File: config.mk
export PLATFORM = sky130hd
export DESIGN_NAME = dpcm_decoder_flat
export DESIGN_NICKNAME = d
export VERILOG_FILES = /design/src/rtl/dpcm_pkg.sv /design/src/rtl/dpcm_decoder_if.sv /design/src/rtl/dpcm_recon.sv /design/src/rtl/dpcm_decoder.sv /design/src/flat_wrapper.sv
export SDC_FILE = /design/constraint.sdc
export NUM_CORES = 1
export LEC_CHECK = 0
export ABC_CLOCK_PERIOD_IN_PS = 2200
export CORE_ASPECT_RATIO = 1.1
export CORE_UTILIZATION = 44
export DETAILED_ROUTE_END_ITERATION = 8
export GPL_TIMING_DRIVEN = 0
export PLACE_DENSITY = 0.73
export SLEW_MARGIN = 20
export SYNTH_ARGS = -nofsm -noshare
export SYNTH_HDL_FRONTEND = slang
export SYNTH_SLANG_ARGS = --single-unit
export TNS_END_PERCENT = 20
File: constraint.sdc
create_clock -name clk -period 2.2 [get_ports clk]
set_input_delay 0.44 -clock clk [delete_from_list [all_inputs] [get_ports clk]]
set_output_delay 0.44 -clock clk [all_outputs]
set_load 0.005 [all_outputs]
File: src/rtl/dpcm_pkg.sv
// ---------------------------------------------------------------------------
// dpcm_pkg
// Purpose : Shared constants and types for the DPCM decoder slice.
// Contents: DATA_W_DEFAULT  - default reconstructed sample width in bits
//           sample_t        - unsigned reconstructed sample (default width)
//           diff_t          - signed difference, one bit wider than a sample
//           state_t         - output stage state {EMPTY, FULL}
// ---------------------------------------------------------------------------
package dpcm_pkg;

    localparam int DATA_W_DEFAULT = 8;

    typedef logic        [DATA_W_DEFAULT-1:0] sample_t;
    typedef logic signed [DATA_W_DEFAULT:0]   diff_t;

    typedef enum logic {
        EMPTY = 1'b0,
        FULL  = 1'b1
    } state_t;

endpackage

File: src/rtl/dpcm_decoder_if.sv
// ---------------------------------------------------------------------------
// dpcm_decoder_if
// Purpose : Groups the input (difference) and output (sample) handshakes of
//           the DPCM decoder into one bundle.
// Signals : Valid/Ready/DataIn             - difference stream into decoder
//           OutValid/OutReady/DataOut      - reconstructed sample stream out
//           FrameStart                     - first sample of a frame, with
//                                            OutValid
// Modports: slave  - decoder side
//           master - environment side (drives differences, consumes samples)
// ---------------------------------------------------------------------------
interface dpcm_decoder_if
    import dpcm_pkg::*;
#(
    parameter int DATA_W = DATA_W_DEFAULT
);

    logic              Valid;
    logic              Ready;
    logic [DATA_W:0]   DataIn;
    logic              OutValid;
    logic              OutReady;
    logic [DATA_W-1:0] DataOut;
    logic              FrameStart;

    modport slave (
        input  Valid,
        input  DataIn,
        input  OutReady,
        output Ready,
        output OutValid,
        output DataOut,
        output FrameStart
    );

    modport master (
        output Valid,
        output DataIn,
        output OutReady,
        input  Ready,
        input  OutValid,
        input  DataOut,
        input  FrameStart
    );

endinterface

File: src/rtl/dpcm_recon.sv
// ---------------------------------------------------------------------------
// dpcm_recon
// Purpose : Combinational add-and-limit: predictor + difference, reduced to
//           a DATA_W-bit unsigned sample.
// Ports   : pred   - predictor (unsigned, DATA_W bits)
//           diff   - two's-complement difference (DATA_W+1 bits)
//           result - reconstructed sample (DATA_W bits)
// Config  : DPCM_DEC_SAT_EN defined   -> clamp to [0, 2**DATA_W-1]
//           DPCM_DEC_SAT_EN undefined -> wrap modulo 2**DATA_W
// ---------------------------------------------------------------------------
module dpcm_recon
    import dpcm_pkg::*;
#(
    parameter int DATA_W = DATA_W_DEFAULT
) (
    input  logic        [DATA_W-1:0] pred,
    input  logic signed [DATA_W:0]   diff,
    output logic        [DATA_W-1:0] result
);

    // Sum spans -2**DATA_W .. 2*(2**DATA_W)-2, so DATA_W+2 signed bits is exact.
    logic signed [DATA_W+1:0] sum;

    always_comb begin
        sum = $signed({2'b00, pred}) + (DATA_W+2)'(diff);
`ifdef DPCM_DEC_SAT_EN
        // Top bit set means negative; next bit set means above full scale.
        if (sum[DATA_W+1]) begin
            result = '0;
        end else if (sum[DATA_W]) begin
            result = '1;
        end else begin
            result = DATA_W'(sum);
        end
`else
        result = DATA_W'(sum);
`endif
    end

endmodule

File: src/rtl/dpcm_decoder.sv
// ---------------------------------------------------------------------------
// dpcm_decoder
// Purpose : DPCM decoder with a one-entry output register. Each accepted
//           difference is added to the predictor (the previous reconstructed
//           sample of the frame, or 0 on the first sample of a frame) and the
//           result appears on DataOut one cycle later.
// Ports   : clk  - clock, rising edge
//           rst  - synchronous active-high reset
//           bus  - dpcm_decoder_if.slave (Valid/Ready/DataIn in,
//                  OutValid/OutReady/DataOut/FrameStart out)
// Params  : DATA_W    - sample width
//           FRAME_LEN - samples per frame (2..65535)
// Config  : DPCM_DEC_SAT_EN selects clamping instead of wrapping in
//           dpcm_recon.
// ---------------------------------------------------------------------------
module dpcm_decoder
    import dpcm_pkg::*;
#(
    parameter int DATA_W    = DATA_W_DEFAULT,
    parameter int FRAME_LEN = 64
) (
    input  logic          clk,
    input  logic          rst,
    dpcm_decoder_if.slave bus
);

    localparam int CNT_W = $clog2(FRAME_LEN);

    state_t            state_q, state_d;
    logic [DATA_W-1:0] pred_q, pred_d;
    logic [DATA_W-1:0] data_q, data_d;
    logic              frame_start_q, frame_start_d;
    logic [CNT_W-1:0]  count_q, count_d;

    logic              ready;
    logic              out_valid;
    logic              in_xfer;
    logic              out_xfer;
    logic [DATA_W-1:0] pred_used;
    logic [DATA_W-1:0] recon_result;

    // Output register can take a new sample when empty, or when the held
    // sample leaves in the same cycle.
    always_comb begin
        out_valid = (state_q == FULL);
        ready     = (state_q == EMPTY) || bus.OutReady;
    end

    assign in_xfer  = bus.Valid && ready;
    assign out_xfer = out_valid && bus.OutReady;

    assign bus.Ready      = ready;
    assign bus.OutValid   = out_valid;
    assign bus.DataOut    = data_q;
    assign bus.FrameStart = frame_start_q;

    always_comb begin
        state_d = state_q;
        case (state_q)
            EMPTY:   if (in_xfer) state_d = FULL;
            FULL:    if (out_xfer && !in_xfer) state_d = EMPTY;
            default: state_d = EMPTY;
        endcase
    end

    // A frame restarts with a zero predictor at counter value 0.
    always_comb begin
        pred_used = (count_q == '0) ? '0 : pred_q;
    end

    dpcm_recon #(
        .DATA_W (DATA_W)
    ) u_recon (
        .pred   (pred_used),
        .diff   (bus.DataIn),
        .result (recon_result)
    );

    // Predictor, counter and output only move on an input transfer, which
    // also keeps them frozen while the output is stalled.
    always_comb begin
        pred_d        = pred_q;
        data_d        = data_q;
        frame_start_d = frame_start_q;
        count_d       = count_q;
        if (in_xfer) begin
            pred_d        = recon_result;
            data_d        = recon_result;
            frame_start_d = (count_q == '0);
            if (count_q == CNT_W'(FRAME_LEN - 1)) begin
                count_d = '0;
            end else begin
                count_d = count_q + CNT_W'(1);
            end
        end
    end

    always_ff @(posedge clk) begin
        if (rst) begin
            state_q <= EMPTY;
        end else begin
            state_q <= state_d;
        end
    end

    always_ff @(posedge clk) begin
        if (rst) begin
            pred_q        <= '0;
            data_q        <= '0;
            frame_start_q <= 1'b0;
            count_q       <= '0;
        end else begin
            pred_q        <= pred_d;
            data_q        <= data_d;
            frame_start_q <= frame_start_d;
            count_q       <= count_d;
        end
    end

endmodule

File: src/flat_wrapper.sv
// flat-port wrapper written by rule: the top's interface ports become plain ports
module dpcm_decoder_flat import dpcm_pkg::*;
#(
    parameter int DATA_W    = DATA_W_DEFAULT,
    parameter int FRAME_LEN = 64
)
  (clk, rst, bus_Valid, bus_DataIn, bus_OutReady, bus_Ready, bus_OutValid, bus_DataOut, bus_FrameStart);
  dpcm_decoder_if #(.DATA_W(DATA_W)) bus_i ();
  input  logic clk;
  input  logic rst;
  input wire logic [$bits(bus_i.Valid)-1:0] bus_Valid;
  input wire logic [$bits(bus_i.DataIn)-1:0] bus_DataIn;
  input wire logic [$bits(bus_i.OutReady)-1:0] bus_OutReady;
  output wire logic [$bits(bus_i.Ready)-1:0] bus_Ready;
  output wire logic [$bits(bus_i.OutValid)-1:0] bus_OutValid;
  output wire logic [$bits(bus_i.DataOut)-1:0] bus_DataOut;
  output wire logic [$bits(bus_i.FrameStart)-1:0] bus_FrameStart;
  assign bus_i.Valid = bus_Valid;
  assign bus_i.DataIn = bus_DataIn;
  assign bus_i.OutReady = bus_OutReady;
  assign bus_Ready = bus_i.Ready;
  assign bus_OutValid = bus_i.OutValid;
  assign bus_DataOut = bus_i.DataOut;
  assign bus_FrameStart = bus_i.FrameStart;
  dpcm_decoder #(.DATA_W(DATA_W), .FRAME_LEN(FRAME_LEN)) u_core (.clk(clk), .rst(rst), .bus(bus_i));
endmodule
# ---- Yosys cells after proc, flatten, opt, wreduce, memory -nomap -nowiden
# Index checks and enable logic that the tools add are counted.
dict set report word_totals {
  reg_bits 16
  out_inout_bits 11
}
dict set report op_classes {
  addsub 2
  eq_ne 1
  n_mux 5
  bitwise_logic 1
  reduce_logical 6
}
# op n
set op_table {}
lappend op_table {{$add A8 B8 Y8} 1}
lappend op_table {{$mux W8} 1}
lappend op_table {{$add A6 B1 Y6 const B} 1}
lappend op_table {{$eq A6 B6 Y1 const B} 1}
lappend op_table {{$logic_not A6 Y1} 1}
lappend op_table {{$mux W6} 1}
lappend op_table {{$logic_and A1 B1 Y1} 3}
lappend op_table {{$mux W1} 2}
lappend op_table {{$pmux W1 S2} 1}
lappend op_table {{$logic_not A1 Y1} 1}
lappend op_table {{$logic_or A1 B1 Y1} 1}
lappend op_table {{$not A1 Y1} 1}

# ---- Longest topological paths before layout
dict set report depth {
  depth_word 7
  depth_mapped 13
}

# ---- Modules after synthesis
# A second synthesis with hierarchy kept.
dict set report hier_totals {
  cells_unflattened 139
  area_unflattened_um2 1116.1
}
# module instances cells_per_inst area_per_inst_um2 seq_area_each_um2
set by_module_without_submodules {}
lappend by_module_without_submodules {dpcm_decoder 1 97 784.5 320.3}
lappend by_module_without_submodules {dpcm_recon 1 42 331.6 0.0}

# ---- Worst setup path before layout
# OpenSTA, ideal clock, no wires.
dict set report synth_path {
  kind {flip-flop to flip-flop}
  startpoint {reg u_core.count_q[0]}
  endpoint {reg u_core.pred_q[4]}
  setup_time_ns 0.115
  t_arrival_ns 2.322
  setup_slack_ns -0.237
  stages_incl_launch_ff 14
  path_cell_list {dfxtp_1 > inv_1 > ha_1 > and2_1 > clkbuf_2 > nor2b_1 > ha_1 > inv_1 > fa_1 > nor2b_1 > o21ai_0 > a21boi_0 > o31ai_1 > and2_1}
}
dict set report synth_via {
  elab_chain_len 3
}
# item line_no
set synth_lines {}
lappend synth_lines {{from (decl)} dpcm_decoder.sv:33} ;# logic [CNT_W-1:0] count_q, count_d;
lappend synth_lines {{from (signal assigned)} dpcm_decoder.sv:116} ;# count_q <= count_d;
lappend synth_lines {{$logic_not A6 Y1} dpcm_decoder.sv:68} ;# pred_used = (count_q == '0) ? '0 : pred_q;
lappend synth_lines {{$mux W8} dpcm_decoder.sv:68}
lappend synth_lines {{$add A8 B8 Y8} dpcm_recon.sv:25} ;# sum = $signed({2'b00, pred}) + (DATA_W+2)'(diff);
lappend synth_lines {{to (signal assigned)} dpcm_decoder.sv:113} ;# pred_q <= pred_d;
lappend synth_lines {{to (decl)} dpcm_decoder.sv:30} ;# logic [DATA_W-1:0] pred_q, pred_d;
# No other way between the ends.
# A chain may end at the register's enable or synchronous reset.

# ---- Worst setup path after layout
dict set report layout_path {
  startpoint {reg u_core.count_q[2]}
  endpoint {reg u_core.pred_q[7]}
}
# The elaborated chain is that of the path after synthesis.

==> results.py <==
metrics = {
    "clock_network": {
        "clock_path_buffers": 2,
        "ctsHtreeMaxLevel": 1,
        "clkTransAtPathRegs_ps": 100,
        "cts_tree": "done",
        "clk_latency_ps": 290,
        "cts_sinks": 16,
        "root_buffer": "clkbuf_4",
        "cts_buffers": 3,
    },
    "yosys": {
        "synth_area_leaders": "dfxtp_1 (30%), ha_1 (11%), nand2_1 (4.9%)",
        "yosys-top-cells-count": "dfxtp_1 (16), nand2_1 (14), ha_1 (9), inv_1 (9)",
        "synthSimpleGateAreaFrac_pct": 24.3,
        "muxShareOfSynthArea_pct": 1.87,
        "synth_top_family_by_area": "simple AND/OR/NAND/NOR gates",
        "ys_async_sr_fraction_pct": 0,
        "syn_inst": 126,
        "syn_area_um2": 1070,
        "yosysWarnings": 0,
        "synth_area_per_cell_um2": 8.49,
        "yosys.area_share.adder_pct": 12.4,
        "synth_xor_xnor_area_share_pct": 4.91,
        "synth_nets": 149,
        "synth_seq_area_share_pct": 29.9,
        "yosys_most_used_dff": "dfxtp_1",
        "synth.distinct_cells": 39,
        "yosys.area.top_type": "dfxtp_1",
        "synth_top_area_share_pct": 29.9,
        "synth_edf_count": 0,
        "synth-seq-cells": 16,
        "synth.most_common_cell": "dfxtp_1",
        "synth_compound_area_share_pct": 21.8,
    },
    "worst_hold_path": {
        "hold_path_class": "flop to flop",
        "whs_endpoint": "u_core.bus.FrameStart",
        "hp-start": "u_core.bus.FrameStart",
        "whs_path_depth": 2,
    },
    "sta": {
        "max_slew_margin_pct": 67.5,
        "rsz0062_at_grt": "yes",
        "fin_crit_sh_pct": 109,
        "drv_slew": 0,
        "worst_pin_slew_ps": 487,
        "fmax_ghz": 0.416,
        "setup_ws_ps": -204,
        "finClkSkew_ps": 5.34,
        "hold_viol": 0,
        "setup_viol": 5,
        "post-route-min-period_ps": 2400,
    },
    "finish": {
        "diodes": 0,
        "layout.filler_cells": 162,
        "nNetsFinal": 188,
        "stdcell_count": 194,
        "final_layout_size_suffix_gt1_share_pct": 25.6,
        "area_growth_pct": 49.0,
    },
    "floorplan": {
        "fp.coreArea_um2": 2270,
        "io_pins": 24,
        "die_width_um": 49.0,
        "dieHeight_um": 53.7,
        "dieArea_um2": 2630,
        "fp-row-count": 18,
        "initial_core_util_pct": 47.0,
    },
    "drt": {
        "num_vias": 1009,
        "antenna_left": 0,
        "post_drt_wl_per_cell_um": 13.2,
        "drt-initial-drc-count": 8,
        "first_pass_iters": 4,
        "drc": 0,
        "finalWirelength_um": 2570,
        "vias_per_cell": 5.20,
    },
    "critical_path": {
        "crit_chain": "nor4_4, and2_1, buf_8, and2b_1, ha_4, a21o_1, a2111oi_4, mux2i_1, a211o_1, o311ai_2",
        "crit_path_top_delay_cell": "dfxtp_4",
        "crit_type": "flop to flop",
        "r2r_cells": 10,
        "r2r-end": "u_core.pred_q[7]",
        "r2r-start": "u_core.count_q[2]",
        "end_kind": "flop",
        "worst-path-max-fanout": 8,
        "cp.required_ps": 2410,
        "r2r_setup_slack_ps": -200,
        "arrival_ps": 2610,
        "slowest_delay_ps": 380,
        "path_buf_inv": 1,
        "startpoint_type": "flop",
        "cp_top_family": "compound AO/OA/AOI/OAI gates",
    },
    "run": {
        "max-cap-violations": 0,
    },
    "placement": {
        "placed_cells": 178,
        "portBuffers": 22,
        "place.gp.congestion": 0.789,
        "preCtsSetupSlack_ps": -391,
        "dp_hpwl_um": 1780,
    },
    "global_routing": {
        "grt_remaining_overflow": 0,
        "antenna_found_initial": 0,
        "grt_use_total_pct": 21.6,
        "grt_pass1_vias": 1007,
        "grt_pass1_wl_um": 4310,
        "grt_max_degree": 11,
    },
    "status": {
        "failed_checks": "setup timing",
        "status": "finished with violations",
    },
    "power_and_ir_drop": {
        "peakVddDrop_v": 0.000449,
        "p_per_area_nw_per_um2": 488,
        "p_leak_nw": 0.654,
    },
}
-- per-layer routing --
layer	up-vias	track usage, %	share of wire [%]
met4	0	8.33	0.74
met2	15	41.4	53
met3	2	2.26	2.2
li1	521	-	-
met1	471	25.1	44
met5	-	0	0
-- cell families after synthesis --
group / count (synthesis)
multiplexers: 2
XOR/XNOR: 6
adder cells (fa/ha/maj): 10
buffers and inverters: 13
flip-flops: 16
AND/OR/NAND/NOR: 50
AO/OA/AOI/OAI: 29
-- sequential cells by signal, summed over array words and instances (netlist names) --
signal and flops:
u_core.count_q 6, u_core.bus.OutValid 1, u_core.bus.FrameStart 1, u_core.pred_q 8
-- area by class of cell --
| cell class | instances | area [µm²] | share of cell area [%] |
|---|---|---|---|
| well taps | 30 | 37.5 | 2.35 |
| flip-flops and latches | 16 | 332 | 20.8 |
| repair buffers | 34 | 310 | 19.5 |
| inverters | 9 | 33.8 | 2.12 |
| clock buffers | 4 | 36.3 | 2.28 |
| multi-input cells | 97 | 817 | 51.3 |
| plain buffers | 4 | 27.5 | 1.73 |
-- cells in the final DEF, fill, tap and decap left out, types with 2 or more instances in the layout --
master | Yosys | layout
a211o_1 | 2 | 2
a21o_1 | 3 | 3
a21oi_1 | 7 | 7
and2_1 | 2 | 2
and2b_1 | 3 | 3
buf_4 | 0 | 12
clkbuf_1 | 2 | 2
clkbuf_4 | 0 | 3
clkdlybuf4s50_1 | 0 | 22
dfxtp_1 | 16 | 11
dfxtp_2 | 0 | 3
dfxtp_4 | 0 | 2
ha_1 | 9 | 5
ha_4 | 0 | 4
inv_1 | 9 | 8
mux2i_1 | 2 | 2
nand2_1 | 14 | 14
nand3_1 | 4 | 4
nand4_1 | 2 | 2
nor2_1 | 7 | 7
nor2b_1 | 6 | 4
nor2b_4 | 0 | 2
nor3_1 | 4 | 2
nor3_2 | 0 | 2
o211ai_1 | 3 | 3
o21ai_2 | 0 | 2
o31ai_1 | 2 | 2
xor2_1 | 5 | 5
-- stage by stage --
stage / setup TNS (ps) / util (%) / hold slack (ps) / cell area (µm²) / total power [mW]
global route: -1100 / 70.1 / 504 / 1590 / 0.820
CTS: -631 / 67.5 / 476 / 1540 / 0.767
global placement: -1160 / 59.4 / 443 / 1350 / 0.537
detailed placement: -1430 / 59.4 / 463 / 1350 / 0.545
floorplan: -308 / - / 453 / 1090 / 0.459
finish: -394 / 70.1 / 473 / 1590 / 0.779
-- where the power goes --
part / total [mW] / internal [mW] / switching, mW
clock network: 0.199 / 0.101 / 0.0979
logic: 0.256 / 0.142 / 0.114
registers: 0.324 / 0.309 / 0.0154
-- worst register-to-register path: stages, from the launching register on --
cell       delay [ps]
dfxtp_4           380
nor4_4            240
and2_1            180
buf_8             130
and2b_1           200
ha_4              230
a21o_1            190
a2111oi_4         280
mux2i_1           140
a211o_1           280
o311ai_2           60
-- repair_timing --
item | in CTS | in global routing
hold buffers | 0 | 0
pin swaps | 16 | 7
buffers inserted | 10 | 2
resized for setup | 20 | 9
endpoints found under the setup margin | 6 | 6
-- worst max path at each step --
stage                           start               end  depth (start not counted)
floorplan           u_core.count_q[5]  u_core.pred_q[7]                         10
global placement    u_core.count_q[5]  u_core.pred_q[7]                         10
detailed placement  u_core.count_q[4]  u_core.pred_q[7]                         10
CTS                 u_core.count_q[5]  u_core.pred_q[7]                         10
global route        u_core.count_q[2]  u_core.pred_q[7]                         10
finish              u_core.count_q[2]  u_core.pred_q[7]                         10
Power figures use the tool's default switching activity.
